<file path="config.mk">
export PLATFORM = sky130hd
export DESIGN_NAME = sub_chan_arb
export DESIGN_NICKNAME = d
export VERILOG_FILES = /design/src/rtl/sub_chan_pkg.sv /design/src/rtl/sub_chan_fifo.sv /design/src/rtl/sub_chan_arb.sv
export SDC_FILE = /design/constraint.sdc
export NUM_CORES = 1
export LEC_CHECK = 0
export ABC_AREA = 1
export CORE_ASPECT_RATIO = 0.8
export CORE_MARGIN = 3
export CORE_UTILIZATION = 55
export CTS_CLUSTER_SIZE = 28
export DETAILED_ROUTE_END_ITERATION = 7
export PLACE_DENSITY_LB_ADDON = 0.1
export SYNTH_ARGS = -nofsm -noshare
export SYNTH_HDL_FRONTEND = slang
export SYNTH_SLANG_ARGS = --single-unit
</file>
<file path="constraint.sdc">
create_clock -name clk -period 2.4 [get_ports clk]
set_input_delay 0.24 -clock clk [delete_from_list [all_inputs] [get_ports clk]]
set_output_delay 0.24 -clock clk [all_outputs]
set_load 0.02 [all_outputs]
</file>
<file path="src/rtl/sub_chan_pkg.sv">
// -----------------------------------------------------------------------------
// sub_chan_pkg
// Shared width helpers for the multi-channel status collector (sub_chan_arb)
// and its per-channel FIFO (sub_chan_fifo).
// Contents:
//   clog2_min1(n)     : ceil(log2(n)), never less than 1 (safe for n <= 2)
//   ptr_width(depth)  : FIFO read/write pointer width
//   level_width(depth): FIFO occupancy width, able to hold 0..depth
//   DEF_*             : default parameter values and their derived widths
// -----------------------------------------------------------------------------
package sub_chan_pkg;

  localparam int DEF_NCHAN = 4;
  localparam int DEF_DW    = 4;
  localparam int DEF_DEPTH = 4;

  // Width of an index selecting among n items. Widths of zero are
  // never useful as vector ranges, so the result is clamped to 1.
  function automatic int clog2_min1(input int n);
    return (n <= 2) ? 1 : $clog2(n);
  endfunction

  // Pointers address DEPTH entries and wrap naturally modulo DEPTH
  // because DEPTH is a power of two.
  function automatic int ptr_width(input int depth);
    return clog2_min1(depth);
  endfunction

  // One extra bit over the pointer so a full FIFO (level == depth)
  // is distinguishable from an empty one.
  function automatic int level_width(input int depth);
    return $clog2(depth) + 1;
  endfunction

  localparam int DEF_PTR_W   = ptr_width(DEF_DEPTH);
  localparam int DEF_LEVEL_W = level_width(DEF_DEPTH);
  localparam int DEF_CHAN_W  = clog2_min1(DEF_NCHAN);

endpackage

</file>
<file path="src/rtl/sub_chan_fifo.sv">
// -----------------------------------------------------------------------------
// sub_chan_fifo
// Small synchronous FIFO buffering one channel of the status collector.
// The caller qualifies push/pop: push only when level != DEPTH, pop only
// when level != 0. Flush discards contents and any push/pop that cycle.
// Ports:
//   clk, rst_n : clock (rising edge), asynchronous active-low reset
//   flush      : synchronous clear of pointers and level
//   push, wdata: write strobe and data
//   pop        : advance the read pointer past the head entry
//   rdata      : head entry, combinational
//   level      : current occupancy, 0..DEPTH
// -----------------------------------------------------------------------------
module sub_chan_fifo
  import sub_chan_pkg::*;
#(
  parameter  int DW    = DEF_DW,
  parameter  int DEPTH = DEF_DEPTH,
  localparam int PW    = ptr_width(DEPTH),
  localparam int LW    = level_width(DEPTH)
) (
  input  logic          clk,
  input  logic          rst_n,
  input  logic          flush,
  input  logic          push,
  input  logic [DW-1:0] wdata,
  input  logic          pop,
  output logic [DW-1:0] rdata,
  output logic [LW-1:0] level
);

  logic [DW-1:0] mem [DEPTH];
  logic [PW-1:0] wr_ptr;
  logic [PW-1:0] rd_ptr;

  // Storage array: no reset needed, since entries are only ever read
  // after being written and level/pointers gate visibility.
  always_ff @(posedge clk) begin
    if (push && !flush) begin
      mem[wr_ptr] <= wdata;
    end
  end

  // Pointer and occupancy bookkeeping. A simultaneous push and pop
  // leaves level unchanged while both pointers advance, preserving order.
  always_ff @(posedge clk or negedge rst_n) begin
    if (!rst_n) begin
      wr_ptr <= '0;
      rd_ptr <= '0;
      level  <= '0;
    end else if (flush) begin
      wr_ptr <= '0;
      rd_ptr <= '0;
      level  <= '0;
    end else begin
      if (push) wr_ptr <= wr_ptr + PW'(1);
      if (pop)  rd_ptr <= rd_ptr + PW'(1);
      case ({push, pop})
        2'b10:   level <= level + LW'(1);
        2'b01:   level <= level - LW'(1);
        default: level <= level;
      endcase
    end
  end

  assign rdata = mem[rd_ptr];

endmodule

</file>
<file path="src/rtl/sub_chan_arb.sv">
// -----------------------------------------------------------------------------
// sub_chan_arb
// Collects NCHAN independent status streams, buffers each in its own FIFO
// and merges them round-robin onto one registered valid/ready output that
// is tagged with the source channel.
// Ports:
//   clk, rst_n : clock (rising edge), asynchronous active-low reset
//   flush      : synchronous clear of all FIFOs and the output register
//   in_valid   : per-channel write request           [NCHAN]
//   in_data    : channel c at bits [c*DW +: DW]      [NCHAN*DW]
//   in_ready   : per-channel space available         [NCHAN]
//   out_valid  : output word present
//   out_ready  : consumer accepts
//   out_data   : merged data                         [DW]
//   out_chan   : source channel of out_data          [clog2(NCHAN)]
//   level      : per-channel occupancy, 0..DEPTH     [NCHAN*LW]
// -----------------------------------------------------------------------------
module sub_chan_arb
  import sub_chan_pkg::*;
#(
  parameter  int NCHAN = DEF_NCHAN,
  parameter  int DW    = DEF_DW,
  parameter  int DEPTH = DEF_DEPTH,
  localparam int CW    = clog2_min1(NCHAN),
  localparam int LW    = level_width(DEPTH)
) (
  input  logic                clk,
  input  logic                rst_n,
  input  logic                flush,
  input  logic [NCHAN-1:0]    in_valid,
  input  logic [NCHAN*DW-1:0] in_data,
  output logic [NCHAN-1:0]    in_ready,
  output logic                out_valid,
  input  logic                out_ready,
  output logic [DW-1:0]       out_data,
  output logic [CW-1:0]       out_chan,
  output logic [NCHAN*LW-1:0] level
);

  logic [DW-1:0]    fifo_rdata [NCHAN];
  logic [LW-1:0]    fifo_level [NCHAN];
  logic [NCHAN-1:0] non_empty;
  logic [NCHAN-1:0] push;
  logic [NCHAN-1:0] pop;
  logic [CW-1:0]    rr_last;
  logic [CW-1:0]    grant_idx;
  logic             grant_valid;
  logic             load;

  // One FIFO per channel. in_ready depends only on registered level, so a
  // full FIFO refuses a push even if it is being popped this cycle.
  for (genvar c = 0; c < NCHAN; c++) begin : g_chan
    assign in_ready[c]         = (fifo_level[c] != LW'(DEPTH));
    assign non_empty[c]        = (fifo_level[c] != '0);
    assign push[c]             = in_valid[c] && in_ready[c] && !flush;
    assign level[c*LW +: LW]   = fifo_level[c];

    sub_chan_fifo #(
      .DW    (DW),
      .DEPTH (DEPTH)
    ) u_fifo (
      .clk   (clk),
      .rst_n (rst_n),
      .flush (flush),
      .push  (push[c]),
      .wdata (in_data[c*DW +: DW]),
      .pop   (pop[c]),
      .rdata (fifo_rdata[c]),
      .level (fifo_level[c])
    );
  end

  assign load = !out_valid || out_ready;

  // Rotate-mask priority encoder. The first loop finds the lowest
  // non-empty channel overall (the wrap-around choice); the second loop
  // overrides it with the lowest non-empty channel strictly above
  // rr_last when one exists. Both loops run high-to-low so the lowest
  // matching index is the one left standing.
  always_comb begin
    grant_valid = 1'b0;
    grant_idx   = '0;
    for (int c = NCHAN - 1; c >= 0; c--) begin
      if (non_empty[c]) begin
        grant_valid = 1'b1;
        grant_idx   = CW'(c);
      end
    end
    for (int c = NCHAN - 1; c >= 0; c--) begin
      if (non_empty[c] && (CW'(c) > rr_last)) begin
        grant_idx = CW'(c);
      end
    end
  end

  // Pop exactly the granted channel whenever the output register loads.
  always_comb begin
    pop = '0;
    for (int c = 0; c < NCHAN; c++) begin
      pop[c] = load && grant_valid && (grant_idx == CW'(c)) && !flush;
    end
  end

  // Output register and round-robin pointer. With nothing to send on a
  // load, only out_valid drops; data and channel keep their old values.
  always_ff @(posedge clk or negedge rst_n) begin
    if (!rst_n) begin
      out_valid <= 1'b0;
      out_data  <= '0;
      out_chan  <= '0;
      rr_last   <= CW'(NCHAN - 1);
    end else if (flush) begin
      out_valid <= 1'b0;
      rr_last   <= CW'(NCHAN - 1);
    end else if (load) begin
      if (grant_valid) begin
        out_valid <= 1'b1;
        out_data  <= fifo_rdata[grant_idx];
        out_chan  <= grant_idx;
        rr_last   <= grant_idx;
      end else begin
        out_valid <= 1'b0;
      end
    end
  end

endmodule
</file>
# After elaboration in Yosys (flattened, before gate mapping)
# Memories as Yosys holds them, arrays and structs flattened.
# Cells that the tools add are included.
[op_classes]
magnitude_cmp = 5
add_sub_neg = 16
reduce_logical = 49
eq_ne = 15
mux = 53
bitwise_logic = 2
[ops]
columns = ["cell", "count"]
rows = [
  ["$mux 2", 27],
  ["$logic_and 1x1->1", 25],
  ["$pmux 3 s2", 4],
  ["$reduce_bool 3->1", 8],
  ["$reduce_bool 2->1", 10],
  ["$add 2x1->2 const B", 8],
  ["$mux 1", 15],
  ["$add 3x1->3 const B", 4],
  ["$eq 2x2->1 const B", 6],
  ["$mux 3", 4],
  ["$ne 3x3->1 const B", 4],
  ["$sub 3x1->3 const B", 4],
  ["$eq 2x1->1 const B", 5],
  ["$bmux 4 s2", 1],
  ["$mux 4", 2],
  ["$gt 1x2->1 const A", 2],
  ["$gt 2x2->1 const A", 2],
  ["$ge 3x3->1 const B", 1],
  ["$not 2->3", 1],
  ["$reduce_and 3->1", 1],
  ["$logic_not 1->1", 2],
  ["$logic_not 2->1", 1],
  ["$reduce_and 2->1", 1],
  ["$logic_or 1x1->1", 1],
  ["$not 1->1", 1],
]
[word_totals]
mem_count = 4
elab_cells = 160
out_inout_bits = 23
ff_bits = 37
mem_bits_rw = 64
input_bits = 24
[mem_list]
columns = ["memory", "words", "word_bits", "rd", "rd_clocked_by_memory_dff", "wr", "line", "source"]
rows = [
  ["g_chan[0].u_fifo.mem", 4, 4, 1, 0, 1, "sub_chan_fifo.sv:32", "logic [DW-1:0] mem [DEPTH];"],
  ["g_chan[1].u_fifo.mem", 4, 4, 1, 0, 1, "sub_chan_fifo.sv:32", ""],
  ["g_chan[2].u_fifo.mem", 4, 4, 1, 0, 1, "sub_chan_fifo.sv:32", ""],
  ["g_chan[3].u_fifo.mem", 4, 4, 1, 0, 1, "sub_chan_fifo.sv:32", ""],
]

# Longest topological paths before layout
[logic_depth]
ltp_word = 15
mapped_depth = 17
depth_no_buf = 17

# Modules after synthesis
# Synthesis repeated with hierarchy kept, for this count alone.
[unflattened]
hier_cells = 536
area_unflattened_um2 = 5027.3
[by_module_without_submodules]
columns = ["module", "seq_area_each_um2", "n_inst", "cells_each", "area_per_inst_um2"]
rows = [
  ["sub_chan_fifo", 655.6, 4, 98, 1038.5],
  ["sub_chan_arb", 227.7, 1, 144, 873.3],
]

# Worst setup path before layout
# OpenSTA, ideal clock, no wires.
[synth_timing]
kind = "register to register"
from = "register g_chan[2].u_fifo.level[1]"
to = "register g_chan[1].u_fifo.level[2]"
setup_ns = 0.117
n_path_buf = 0
stages_incl_launch_ff = 16
slack_ns = 0.127
arrival_time_ns = 2.156
synth_period_minus_slack_ns = 2.273
required_time_ns = 2.283
path_cell_list = "dfrtp_1 inv_1 nand3b_4 nor2_1 nand2_2 nand2_4 clkinv_4 nand2_4 nor2_4 nand3_2 inv_1 fa_1 xnor2_1 xor2_1 nand2_1 nand2_1"
[synth_via]
elab_chain_len = 14
word_cells_on_any_way = 21
cone_classes = "3 x eq/ne; 12 x mux; 6 x reduce/logical"
[synth_lines]
columns = ["item", "line", "source"]
rows = [
  ["start, declared", "sub_chan_fifo.sv:29", "output logic [LW-1:0] level"],
  ["start signal, assigned", "sub_chan_fifo.sv:59", "2'b10: level <= level + LW'(1);"],
  ["start signal, assigned", "sub_chan_fifo.sv:60", "2'b01: level <= level - LW'(1);"],
  ["start signal, assigned", "sub_chan_fifo.sv:61", "default: level <= level;"],
  ["$reduce_bool 3->1 (*)", "sub_chan_arb.sv:54", "assign non_empty[c] = (fifo_level[c] != '0);"],
  ["$mux 2 (3 in series)", "sub_chan_arb.sv:84", "if (non_empty[c]) begin"],
  ["$mux 2 (4 in series)", "sub_chan_arb.sv:90", "if (non_empty[c] && (CW'(c) > rr_last)) begin"],
  ["$eq 2x1->1", "sub_chan_arb.sv:100", "pop[c] = load && grant_valid && (grant_idx == CW'(c)) && !flush;"],
  ["$logic_and 1x1->1 (*) (2 in series)", "sub_chan_arb.sv:100", ""],
  ["$eq 2x1->1 / $eq 2x2->1 (equally long branches)", "sub_chan_fifo.sv:58", "case ({push, pop})"],
  ["$pmux 3 s2", "sub_chan_fifo.sv:58", ""],
  ["$mux 3", "sub_chan_fifo.sv:51", "end else if (flush) begin"],
  ["end signal, assigned", "sub_chan_fifo.sv:59", ""],
  ["end signal, assigned", "sub_chan_fifo.sv:60", ""],
  ["end signal, assigned", "sub_chan_fifo.sv:61", ""],
  ["end, declared", "sub_chan_fifo.sv:29", ""],
]
# Every way passes the cells marked *; elsewhere a longest branch is shown, timed or not.
# A chain may end at the register's enable or synchronous reset.

# Final worst setup path
[layout_timing]
from = "register g_chan[1].u_fifo.level[0]"
to = "register g_chan[0].u_fifo.level[2]"
[layout_via]
elab_chain_len = 13
word_cells_on_any_way = 19
cone_classes = "2 x eq/ne; 10 x mux; 7 x reduce/logical"
[layout_lines]
columns = ["item", "line"]
rows = [
  ["$reduce_bool 3->1 (*)", "sub_chan_arb.sv:54"],
  ["$mux 2 (2 in series)", "sub_chan_arb.sv:84"],
  ["$mux 2 (4 in series)", "sub_chan_arb.sv:90"],
  ["$logic_not 2->1", "sub_chan_arb.sv:100"],
  ["$logic_and 1x1->1 (*) (2 in series)", "sub_chan_arb.sv:100"],
  ["$eq 2x1->1 / $eq 2x2->1 (equally long branches)", "sub_chan_fifo.sv:58"],
  ["$pmux 3 s2", "sub_chan_fifo.sv:58"],
  ["$mux 3", "sub_chan_fifo.sv:51"],
  ["end signal, assigned", "sub_chan_fifo.sv:59"],
  ["end signal, assigned", "sub_chan_fifo.sv:60"],
  ["end signal, assigned", "sub_chan_fifo.sv:61"],
  ["end, declared", "sub_chan_fifo.sv:29"],
]
# Marks and branches as above.

==> metrics <==
outcome=finished with violations; violated checks=hold timing; clock insertion delay at the later pin of the skew report=0.36 ns; cell mode on critical path=nand2_1; CTS max path bufs=2; most frequent cells in the layout=nand2_1, nor2_1, edfxtp_1; CTS buffer count=9; Fin Setup TNS=0 ns; Slew Limit Headroom=42.97%; Fmax=450.2 MHz; vias in the first global route=3449; drt initial violations=210; placed insts=664; GRT Total Usage=21.27%; Reg clk slew, reported paths=0.10 ns; # fillers=645; cell family with most CP delay=simple AND/OR/NAND/NOR gates; Antenna Cells=0; Die Span Y=90.69 microns; Layout Cells excl Fill=686; hold crit path type=input pin to async pin; CP Buf/Inv Count=3; DP Wirelength=7.552 mm; CP endpoint kind=register; die width=111.9 microns; clk_skew=0.01162 ns; cell taking the most area after synthesis=edfxtp_1; largest cells by area after synthesis=edfxtp_1, dfrtp_1, nand2_1, nor2_1, o21ai_0; clk sinks=101; aggregate global routing overflow=0; Routed WL per cell=14.99 microns; DR vias/cell=5.236; DRT Wirelength=10.28 mm; mean post-synth cell area=9.902 sq um; Fin. Hold Viols=23; cell area after synthesis=0.004931 sq mm; CTS tree=done; max-cap viol count=0; Detailed Routing Iterations Pass 1=5; CP Cell Sequence=inv_2, nand3b_4, nor2_4, nand2_1, nand2_2, nand2_4, nand4_1, inv_1, fa_2, xnor2_2, inv_1, nand2_1, nand2_1, nand2_1, nand2_1; Post-Syn Nets=542; Slew @ Worst Pin=0.8555 ns; PortBufs=46; Worst IR Drop VDD=0.7765 mV; Area Growth Syn to Fin=21.42%; Synth top area share=38.97%; Data required, critical path=2.66 ns; Leakage=0.002578 uW; final hold slack=-0.02775 ns; maximum level of the CTS H-tree=3; fin crit share=92.54%; initial antenna violation count=0; Tmin final=2.221 ns; Final ANT Viol Nets=0; fraction of layout cells with a size suffix above 1=14.63%; commonest non-fill, non-tap cell in the layout=nand2_1; Hold Buf Count CTS=0; Worst Setup Start Kind=register; Core Footprint=0.008596 sq mm; Worst EP arrival=2.48 ns; Initial Util=57.37%; Gate Count Post-Synth=498; root buf cell=clkbuf_8; power per cell area=1289 mW/mm^2; IO Pins=47; cell row count=30; RD Place Congestion=0.8176; Final setup viols=0; synth unique cells=33; Ys Warns=0; first-pass GRT wire length=17.18 mm; FF+latch count, synth=101; die area=0.01014 sq mm; max incr delay on CP=0.43 ns; Slew Viols, Final=0; crit-path max FO=6; via count=3592; Setup Crit Path Kind=register to register; sequential share of the synthesized area=57.80%; fin nets=613; largest net degree at the start of global routing=38; Remaining DRCs=0; Critical-path top delay cell=dfrtp_1
[worst paths after layout]
kind	startpoint	end	slack [ns]	cells after the start
worst min-delay path	rst_n	g_chan[3].u_fifo.wr_ptr[0]$_DFFE_PN0P_	-0.03	1
worst min register to register	out_chan[0]$_DFFE_PN0P_	out_chan[0]$_DFFE_PN0P_	0.52	1
worst max-delay path	g_chan[1].u_fifo.level[0]$_DFFE_PN0P_	g_chan[0].u_fifo.level[2]$_DFFE_PN0P_	0.18	15
worst max register to register	g_chan[1].u_fifo.level[0]$_DFFE_PN0P_	g_chan[0].u_fifo.level[2]$_DFFE_PN0P_	0.18	15
min in group clk	in_data[5]	g_chan[1].u_fifo.mem[0][1]$_DFFE_PP_	0.50	1
max in group asynchronous	rst_n	g_chan[3].u_fifo.rd_ptr[1]$_DFFE_PN0P_	1.87	1
[repair_timing]
item / CTS / global route
setup buffers: 0 / 6
resized for setup: 0 / 9
endpoints found under the setup margin: 0 / 4
[worst register-to-register path: cells and delay by family (launching register included)]
family | cells | cell delay, ns
flops | 1 | 0.43
simple gates | 10 | 0.94
xor+xnor | 1 | 0.16
buf+inv | 3 | 0.25
fa+ha+maj | 1 | 0.36
[cells in the mapped netlist (all sizes together)]
master	number
a21oi	9
a22o	1
buf	1
clkbuf	8
clkinv	1
dfrtp	35
dfstp	2
edfxtp	64
fa	4
ha	16
inv	67
nand2	116
nand3	9
nand3b	5
nand4	5
nor2	77
nor3	3
o21a	2
o21ai	50
o22ai	16
xnor2	4
xor2	3
[state kept, by name (all words and copies together) (netlist names)]
signal                flops
g_chan.u_fifo.level      12
g_chan.u_fifo.mem        64
g_chan.u_fifo.rd_ptr      8
g_chan.u_fifo.wr_ptr      8
out_chan                  2
out_data                  4
out_valid                 1
rr_last                   2
[through the flow]
step / power (uW) / util, % / setup WS, ns / cell area [sq um]
finish: 7716 / 69.65 / 0.1790 / 5987
global route: 8249 / 69.65 / -0.002583 / 5987
CTS: 7501 / 68.85 / 0.05475 / 5918
detailed placement: 6005 / 65.52 / 0.04691 / 5632
global placement: 5942 / 65.52 / 0.1719 / 5632
floorplan: 4830 / - / 0.1271 / 4931
[routing by layer]
layer	share of wire (%)	up-vias	global-route usage (%)
li1	-	1771	-
met3	6.2	19	4.287
met5	0	-	0
met4	1.9	0	6.991
met1	48	1688	31.63
met2	44	114	31.44
[area by class of cell]
cell class | instances | area [sq um] | share of cell area (%)
clock buffers | 10 | 127.6 | 2.132
clock inverters | 6 | 158.9 | 2.654
inverters | 68 | 265.3 | 4.431
multi-input cells | 320 | 1804 | 30.14
flip-flops and latches | 101 | 2850 | 47.61
well taps | 112 | 140.1 | 2.341
repair buffers | 69 | 640.6 | 10.70
[power by group]
| group | leakage (uW) | internal, uW | total (uW) | switching [uW] |
|---|---|---|---|---|
| sequential | 0.00106 | 2140 | 2370 | 233 |
| clock | 0.000141 | 907 | 1480 | 571 |
| combinational | 0.00137 | 1460 | 3870 | 2400 |
| total | 0.00258 | 4510 | 7720 | 3210 |
[cell families (layout without fill, tap and decap cells)]
logic type,Yosys count,count (layout),synth area share (%)
adder cells (fa/ha/maj),20,20,5.684
AND/OR/NAND/NOR,215,215,20.73
buffers and inverters,77,153,6.039
XOR/XNOR,7,7,1.243
AO/OA/AOI/OAI,78,78,8.500
flip-flops,101,101,57.80
(Power assumes the default switching activity.)
